===== src/rtl/reg_alu_seq.sv =====
// reg_alu_seq: four-state sequencer that reads two words from an external
// register bank, applies ADD/SUB/AND/XOR and writes the result back.
// One instruction is accepted every four cycles. Nothing is queued while
// an instruction is in flight.

module reg_alu_seq #(
    parameter int M = 32,
    parameter int N = 10
) (
    input  logic         clk,
    input  logic         rst_n,
    input  logic         instr_valid,
    output logic         instr_ready,
    input  logic [1:0]   op,
    input  logic [N-1:0] src1,
    input  logic [N-1:0] src2,
    input  logic [N-1:0] dst,
    output logic [N-1:0] addr1,
    output logic [N-1:0] addr2,
    input  logic [M-1:0] rdata1,
    input  logic [M-1:0] rdata2,
    output logic [N-1:0] addr3,
    output logic [M-1:0] wdata,
    output logic         we,
    output logic         done,
    output logic [M-1:0] result
);

    localparam logic [1:0] IDLE  = 2'd0;
    localparam logic [1:0] READ  = 2'd1;
    localparam logic [1:0] EXEC  = 2'd2;
    localparam logic [1:0] WRITE = 2'd3;

    localparam logic [1:0] OP_ADD = 2'b00;
    localparam logic [1:0] OP_SUB = 2'b01;
    localparam logic [1:0] OP_AND = 2'b10;
    localparam logic [1:0] OP_XOR = 2'b11;

    logic [1:0]   state;
    logic [1:0]   nextState;
    logic         handshake;
    logic [1:0]   opQ;
    logic [N-1:0] src1Q;
    logic [N-1:0] src2Q;
    logic [N-1:0] dstQ;
    logic [M-1:0] operandA;
    logic [M-1:0] operandB;
    logic [M-1:0] aluOut;
    logic [M-1:0] resultQ;

    // Only IDLE accepts work; gating with rst_n drops ready as soon as reset asserts.
    assign instr_ready = (state == IDLE) && rst_n;
    assign handshake   = instr_valid && instr_ready;

    // Fixed IDLE -> READ -> EXEC -> WRITE walk, leaving IDLE only on a handshake.
    always_comb begin
        nextState = state;
        case (state)
            IDLE:    if (handshake) nextState = READ;
            READ:    nextState = EXEC;
            EXEC:    nextState = WRITE;
            WRITE:   nextState = IDLE;
            default: nextState = IDLE;
        endcase
    end

    // State register. Async reset aborts any instruction in flight.
    always_ff @(posedge clk or negedge rst_n) begin
        if (!rst_n) begin
            state <= IDLE;
        end else begin
            state <= nextState;
        end
    end

    // Latch the instruction fields on the handshake. The source fields also drive the read addresses, so the addresses hold outside READ.
    always_ff @(posedge clk or negedge rst_n) begin
        if (!rst_n) begin
            opQ   <= '0;
            src1Q <= '0;
            src2Q <= '0;
            dstQ  <= '0;
        end else if (handshake) begin
            opQ   <= op;
            src1Q <= src1;
            src2Q <= src2;
            dstQ  <= dst;
        end
    end

    // Capture both bank words at the end of READ. A later write to dst cannot disturb them.
    always_ff @(posedge clk or negedge rst_n) begin
        if (!rst_n) begin
            operandA <= '0;
            operandB <= '0;
        end else if (state == READ) begin
            operandA <= rdata1;
            operandB <= rdata2;
        end
    end

    // ALU. Add and subtract simply wrap at the word width.
    always_comb begin
        aluOut = '0;
        case (opQ)
            OP_ADD:  aluOut = operandA + operandB;
            OP_SUB:  aluOut = operandA - operandB;
            OP_AND:  aluOut = operandA & operandB;
            OP_XOR:  aluOut = operandA ^ operandB;
            default: aluOut = '0;
        endcase
    end

    // Register the ALU output at the end of EXEC. It feeds both wdata and result, and it holds until the next instruction reaches EXEC.
    always_ff @(posedge clk or negedge rst_n) begin
        if (!rst_n) begin
            resultQ <= '0;
        end else if (state == EXEC) begin
            resultQ <= aluOut;
        end
    end

    assign addr1  = src1Q;
    assign addr2  = src2Q;
    assign addr3  = dstQ;
    assign wdata  = resultQ;
    assign result = resultQ;
    assign we     = (state == WRITE);
    assign done   = (state == WRITE);

endmodule


===== config.mk =====
export PLATFORM = sky130hd
export DESIGN_NAME = reg_alu_seq
export DESIGN_NICKNAME = d
export VERILOG_FILES = /design/src/rtl/reg_alu_seq.sv
export SDC_FILE = /design/constraint.sdc
export NUM_CORES = 1
export LEC_CHECK = 0
export CORE_MARGIN = 2
export CORE_UTILIZATION = 30
export DETAILED_ROUTE_END_ITERATION = 8
export HOLD_SLACK_MARGIN = 0.15
export PLACE_DENSITY = 0.55
export SYNTH_ARGS = -nofsm -noshare
export SYNTH_HDL_FRONTEND = slang
export SYNTH_SLANG_ARGS = --single-unit

===== constraint.sdc =====
create_clock -name clk -period 4.9 [get_ports clk]
set_input_delay 0.98 -clock clk [delete_from_list [all_inputs] [get_ports clk]]
set_output_delay 0.98 -clock clk [all_outputs]
set_load 0.005 [all_outputs]

==> implementation parameters, run 1 <==
Parameter                              Value

Routing
  Post-detailed-route count of antenna-violating nets ... 0
  Iter 0 DRT Violations ... 376
  Final Routed Wirelength ... 22.91 mm
  Total number of vias ... about 6.6k
  Vias per std cell ... 4.897
  DRC errors left ... 0
  Wire length per cell after detailed routing ... approximately 17 microns
  Number of iterations in the first detailed-routing pass ... 5

Final layout
  Fill cell instance count of the final layout ... 2,658
  Number of nets in the final layout ... 1,127
  Most common cell after layout, fill and taps aside ... clkdlybuf4s50_1
  Fraction of layout instances using a drive strength above 1 ... 15.65%
  Commonest cells after routing, fill and taps aside ... 194 x clkdlybuf4s50_1, 129 x dfrtp_1, 99 x mux2_2
  Area growth from synthesis to layout ... 33.64%

Synthesis
  Cell area after synthesis ... about 8300 sq um
  Count of unique library cells instantiated by Yosys ... 59
  Yosys top cell area share ... 39.14%
  Instance count of the mapped netlist ... ~800
  Register area share after synthesis ... 39.14%
  Area leader, netlist ... dfrtp_1
  Area contributors post-synth ... dfrtp_1 39%, mux2_2 13%, ha_1 10%
  Proportion of synthesized flip-flops having asynchronous set or reset ... 100.0%
  Post-synth EDFFs ... 0
  Synth warnings ... 0
  Syn_nets ... 966
  Syn Area/Cell ... 10.43 sq um
  Prevailing post-synth register cell ... dfrtp_1
  #FFs+latches synth ... 130

Place
  Worst-case setup slack after placement ... 0.4765 ns
  I/O Buffers ... 195
  Last weighted congestion value of the routability-driven placer ... 0.8131
  DPL Wire Length ... between 15 and 20 mm

Floorplanning
  Width of the chip ... 170.5 microns
  Row cnt ... 60
  Vertical die dimension ... about 170 microns
  Core outline area ... 27,100 sq um
  IO Count ... 196
  Die Footprint ... about 29,000 sq um
  Initial standard-cell utilization of the core ... 30.67%

GRT
  Maximum number of pins on one net before global-route repair ... 62
  Via count of the first global-routing pass ... 6,573
  Global-route wire length before repair ... between 30 and 40 mm
  Antenna violations before repair ... 2
  GRT Overall Usage ... 16.33%
  Residual overflow from global routing ... 0

Clocking
  Clock slew at the register clock pins of the worst setup and hold paths ... 0.07 ns
  CTS tree ... done
  Clock latency of the later-clocked register in the worst-skew pair ... 0.43 ns
  H-tree depth ... 4
  Count of buffers added by post-CTS timing repair for setup ... 0
  Buffer levels on the longest clock path ... 2
  Num CTS Buffers ... 17
  Post-CTS Hold Buffers ... 0
  Number of resized instances in the post-cts repair step ... 0
  Number of sinks on the clock net ... 130
  Root buffer cell ... clkbuf_16

Worst setup path
  Type of element launching the critical path ... register
  Setup crit start ... operandB[12]$_DFFE_PN0N_
  Worst reg2reg path startpoint ... operandB[12]$_DFFE_PN0N_
  Slowest stage cell, crit path ... or4_4
  Most frequent cell on the critical path ... a311o_1
  Critical-path cell list ... or4_4, or3_1, or2_4, o31ai_1, xor2_1, ha_1, and3_1, and2_1, a221oi_1, o22ai_1, a311o_1, a311o_1, a31o_2
  Largest driver fanout on the critical path ... 8
  Endpoint class of the critical path ... register
  Arrival @ worst endpoint ... 4.73 ns
  Kind of critical path ... register to register
  Critical Path RT ... 5.22 ns
  Maximum cell stage delay along the critical path ... 0.55 ns
  Crit path buf inv count ... 0
  Delay-heaviest family, CP ... compound AO/OA/AOI/OAI gates

Pwr
  Peak supply drop ... 0.3185 mV
  Pwr per Cell Area ... 914.6 nW/um^2
  P_leak ... 0.004707 uW

Timing
  Final Cycle Share ... 89.95%
  Remaining max-slew budget at the tightest pin ... around 28%
  Fin. Hold Viols ... 0
  Fin worst setup slack ... 0.4923 ns
  Count of final max-slew check failures ... 0
  Fin Setup TNS ... 0 ns
  Count of endpoints failing setup in the final report ... 0
  Unrepaired setup endpoints after global routing ... false
  Shortest period the worst path allows ... approximately 4.4 ns
  Worst Tran Pin Value ... ~1.1 ns
  Post-Route Skew ... 0.01304 ns
  F_max ... 0.2269 GHz

Min path
  Worst min-delay path category ... input pin to async pin

Run status
  Status ... finished clean

Flow run
  Max Cap Viol ... 0
cells in the mapped netlist (5+ instances only):
master and instances:
and2_1 5, o211ai_1 7, dfrtp_1 130, o31ai_1 6, a21o_1 11, nand3_1 6
nand2_1 46, xnor2_1 31, nor4_1 5, nand4_1 5, o21a_1 5, mux2_2 99
a21oi_1 59, or3_1 6, nand2b_1 6, nor2b_1 7, nor2_1 45, inv_1 22
clkbuf_1 17, nor3_1 8, xor2_1 21, ha_1 69, buf_4 33, o21ai_0 42
buf_1 14, mux2i_1 30
cells by family (layout without fill, tap and decap cells):
| logic type | after synthesis | after routing | share of synthesized area (%) |
|---|---|---|---|
| compound gates | 173 | 173 | 13.01 |
| simple gates | 155 | 155 | 9.243 |
| flops | 130 | 130 | 39.14 |
| mux | 129 | 129 | 17.03 |
| buf+inv | 88 | 262 | 5.479 |
| fa+ha+maj | 70 | 70 | 10.63 |
| xor+xnor | 52 | 52 | 5.479 |
| other cells | 0 | 1 | 0 |
layout make-up:
| class | instances | area (sq um) | share of cell area (%) |
|---|---|---|---|
| clock buffer | 18 | 439.2 | 3.954 |
| inverter | 23 | 86.33 | 0.7772 |
| timing repair buffer | 207 | 2043 | 18.39 |
| multi-input combinational | 579 | 4612 | 41.52 |
| sequential | 130 | 3254 | 29.30 |
| antenna | 1 | 2.502 | 0.02253 |
| clock inverter | 14 | 205.2 | 1.847 |
| tap | 372 | 465.4 | 4.190 |
layer usage:
layer  global-route usage, %  wire, microns  vias up
li1                        -              -     3159
met1                   22.69          11000     3173
met2                   23.63           9796      218
met5                       0             21        -
met3                   5.698           1786       28
met4                   5.240            308        4
through the flow:
step	hold WS [ns]	instances	util [%]	total power [uW]	area, sq um
3_5_place_dp	0.4930	1311	38.58	8724	10460
6_report	0.3968	1344	40.99	10160	11110
4_1_cts	0.3772	1343	40.96	10220	11100
2_1_floorplan	0.4962	797	-	6707	8312
3_3_place_gp	0.4862	1311	38.58	8680	10460
5_1_grt	0.3961	1343	40.98	11100	11110
path summary, 6_finish.rpt:
kind | cells after the start | slack [ns] | to
max | 13 | 0.49 | result[30]$_DFFE_PN0P_
min | 1 | 0.40 | result[31]$_DFFE_PN0P_
max reg2reg | 13 | 0.49 | result[30]$_DFFE_PN0P_
min reg2reg | 1 | 0.50 | addr3[2]$_DFFE_PN0P_
max in group asynchronous | 2 | 3.39 | opQ[0]$_DFFE_PN0P_
min in group clk | 1 | 0.50 | addr3[2]$_DFFE_PN0P_
report_power, final:
group          internal, uW  leakage (uW)  switching [uW]  total [uW]
Sequential             1640       0.00154             589        2230
Clock                   873      0.000307             534        1410
Combinational          3260       0.00286            3270        6520
Total                  5770       0.00471            4390       10200
registers in the layout (all words and copies together) (netlist names):
name      flops
addr1        10
addr2        10
result       32
operandB     32
operandA     32
state         2
addr3        10
opQ           2
No activity file was read; power rests on OpenSTA's default activity.
==> run 2, diff against run 1 <==
--- a/config.mk
+++ b/config.mk
@@ -5,7 +5,7 @@
 export SDC_FILE = /design/constraint.sdc
 export NUM_CORES = 1
 export LEC_CHECK = 0
-export CORE_MARGIN = 2
+export CORE_MARGIN = 5
 export CORE_UTILIZATION = 30
 export DETAILED_ROUTE_END_ITERATION = 8
 export HOLD_SLACK_MARGIN = 0.15
==> run 2 against run 1 <==
Compared with the run above:
- core utilization down 0.96 points
- clock-buffer cell count shrank 1
- critical path depth stayed put
- critical endpoint unchanged
- hold slack better by 0.028 ns
- power fell by 1.9%
- first-iteration DRC count is 13% lower
- maximum frequency rose by 1.3%
- largest power group unchanged
==> implementation parameters, run 2 (synthesized netlist as in run 1, its figures left out) <==
Parameter                              Value

Routing
  Vias per std cell ... 4.809 (-1.8%)
  Final Routed Wirelength ... 23.13 mm (+0.96%)
  DRC errors left ... 0 (unchanged)
  Number of iterations in the first detailed-routing pass ... 4 (-1)
  Total number of vias ... 6,488 (-1.4%)
  Iter 0 DRT Violations ... 326 (-13%)
  Wire length per cell after detailed routing ... 17.15 microns (+0.59%)
  Post-detailed-route count of antenna-violating nets ... 0 (unchanged)

Worst setup path
  Endpoint class of the critical path ... register
  Largest driver fanout on the critical path ... 8 (unchanged)
  Kind of critical path ... register to register
  Worst reg2reg path startpoint ... operandB[14]$_DFFE_PN0N_
  Critical-path cell list ... or4_4, or3_1, or2_4, o31ai_1, xor2_1, ha_1, and3_1, and2_1, a221oi_1, o22ai_1, a311o_1, a311o_1, a31o_2
  Most frequent cell on the critical path ... a311o_1
  Critical Path RT ... 5.21 ns (about the same)
  Delay-heaviest family, CP ... compound AO/OA/AOI/OAI gates
  Instance count on the critical path ... 13 (unchanged)
  Maximum cell stage delay along the critical path ... 0.56 ns (about the same)
  Slowest stage cell, crit path ... or4_4
  Type of element launching the critical path ... register
  Crit path buf inv count ... 0 (unchanged)
  Arrival @ worst endpoint ... 4.66 ns (-0.07 ns)
  Setup crit start ... operandB[14]$_DFFE_PN0N_
  Logic depth of the worst register-to-register path ... 13 (unchanged)

Timing
  Fin worst setup slack ... 0.5487 ns (+0.05636 ns)
  Shortest period the worst path allows ... 4.351 ns (-0.05636 ns)
  Fin. Hold Viols ... 0 (unchanged)
  Count of endpoints failing setup in the final report ... 0 (unchanged)
  Count of final max-slew check failures ... 0 (unchanged)
  Final Cycle Share ... 88.80% (-1.2 points)
  Fin Setup TNS ... 0 ns (unchanged)
  Worst Tran Pin Value ... 0.9036 ns (-0.1839 ns)
  Post-Route Skew ... 0.009729 ns (-0.003313 ns)
  Unrepaired setup endpoints after global routing ... false
  Remaining max-slew budget at the tightest pin ... 39.76% (+12 points)
  F_max ... 0.2298 GHz (+1.3%)

Floorplanning
  IO Count ... 196 (unchanged)
  Row cnt ... 61 (+1.7%)
  Initial standard-cell utilization of the core ... 30.17% (-0.50 points)
  Width of the chip ... 176.5 microns (+3.5%)
  Die Footprint ... 31,130 sq um (+7.2%)
  Core outline area ... 27,550 sq um (+1.7%)
  Vertical die dimension ... 176.5 microns (+3.5%)

Place
  DPL Wire Length ... 17.23 mm (+2.9%)
  Worst-case setup slack after placement ... 0.4146 ns (-0.06188 ns)
  I/O Buffers ... 195 (unchanged)
  Last weighted congestion value of the routability-driven placer ... 0.8164 (+0.41%)

GRT
  Via count of the first global-routing pass ... 6,697 (+1.9%)
  Global-route wire length before repair ... 37.40 mm (+2.9%)
  Residual overflow from global routing ... 0 (unchanged)
  GRT Overall Usage ... 15.17% (-1.2 points)
  Antenna violations before repair ... 4 (+2)
  Maximum number of pins on one net before global-route repair ... 58 (-6.5%)

Pwr
  P_leak ... 0.004670 uW (-0.80%)
  Sw Ratio ... 44.15% (+0.94 points)
  Clock share of power ... 12.4% (-1.5 points)
  Pwr per Cell Area ... 903.3 nW/um^2 (-1.2%)
  Peak supply drop ... 0.3533 mV (+11%)
  Net load switching power ... 4398 uW (+0.20%)
  Reg power frac ... 22.3% (+0.4 points)
  Cell Int Power ... 5563 uW (-3.6%)
  Logic pwr share ... 65.2% (+1.0 points)
  Sum of internal, switching and leakage power ... 9962 uW (-1.9%)

Clocking
  Number of sinks on the clock net ... 130 (unchanged)
  CTS tree ... done
  Root buffer cell ... clkbuf_16
  Post-CTS Hold Buffers ... 0 (unchanged)
  H-tree depth ... 4 (unchanged)
  Clock latency of the later-clocked register in the worst-skew pair ... 0.43 ns (about the same)
  Buffer levels on the longest clock path ... 2 (unchanged)
  Clock slew at the register clock pins of the worst setup and hold paths ... 0.07 ns (about the same)
  Num CTS Buffers ... 17 (unchanged)

Final layout
  Commonest cells after routing, fill and taps aside ... 194 x clkdlybuf4s50_1, 129 x dfrtp_1, 99 x mux2_2
  Number of nets in the final layout ... 1,127 (unchanged)
  Final core utilization ... 40.03% (-0.96 points)
  Number of antenna diodes ... 0 (-1)
  Fill cell instance count of the final layout ... 2,724 (+2.5%)
  Area growth from synthesis to layout ... 32.68%
  Fraction of layout instances using a drive strength above 1 ... 15.65% (unchanged)
  Most common cell after layout, fill and taps aside ... clkdlybuf4s50_1

Run status
  Status ... finished clean

Min path
  Worst min-delay path category ... input pin to async pin

Flow run
  Max Cap Viol ... 0 (unchanged)
[run 2: cell count changes in the layout (fill, tap and decap cells not counted)]
cell,before,now
clkinv_4,6,0
clkinv_2,0,1
bufinv_16,4,0
inv_8,0,4
clkbuf_8,1,0
inv_6,2,7
diode_2,1,0
clkinvlp_4,2,3
[run 2: final timing paths]
check                                            to  slack [ns]
max                          result[30]$_DFFE_PN0P_        0.55
min                        operandB[31]$_DFFE_PN0N_        0.42
max reg2reg                  result[30]$_DFFE_PN0P_        0.55
min reg2reg                    addr2[6]$_DFFE_PN0P_        0.51
max in group asynchronous  operandA[10]$_DFFE_PN0N_        3.40
min in group clk               addr2[6]$_DFFE_PN0P_        0.51
[run 2: worst reg2reg max path, cell delays in order (launching register included)]
cell and delay, ns:
dfrtp_1 0.43, or4_4 0.56, or3_1 0.34, or2_4 0.30, o31ai_1 0.25, xor2_1 0.18, ha_1 0.32, and3_1 0.20
and2_1 0.19, a221oi_1 0.33, o22ai_1 0.18, a311o_1 0.42, a311o_1 0.32, a31o_2 0.23
[run 2: power by group through the flow]
stage | logic [uW] | registers (uW) | clock network, uW
after floorplan | 4630 | 2080 | 0
after global placement | 6450 | 2240 | 0
after detailed placement | 6500 | 2250 | 0
after CTS | 6550 | 2240 | 1280
after global routing | 7280 | 2330 | 1330
final | 6500 | 2220 | 1240
[run 2: timing repair]
item	4_1_cts	5_1_grt
endpoints found under the setup margin	0	1
resized for setup	0	1
setup buffers	0	0
[run 2: stage by stage]
| stage | std cells | cell area, sq um | hold slack, ns |
|---|---|---|---|
| finish | 1349 | 11030 | 0.4247 |
| global route | 1349 | 11030 | 0.4344 |
| CTS | 1349 | 11020 | 0.4205 |
| detailed placement | 1317 | 10460 | 0.4911 |
| global placement | 1317 | 10460 | 0.4861 |
| floorplan | 797 | 8312 | 0.4962 |
[run 2: final cells by class]
class	count	area (sq um)	area share, %
multi-input cells	579	4612	41.82
flip-flops and latches	130	3254	29.51
repair buffers	207	2043	18.53
well taps	378	473.0	4.289
clock buffers	17	425.4	3.857
clock inverters	15	133.9	1.214
inverters	23	86.33	0.7828
[run 2: routing by layer]
layer	track usage [%]	wire (microns)	vias up
met5	0	46	-
met4	3.320	242	8
met3	6.167	1959	27
met2	22.97	10210	168
met1	20.48	10670	3106
li1	-	-	3179
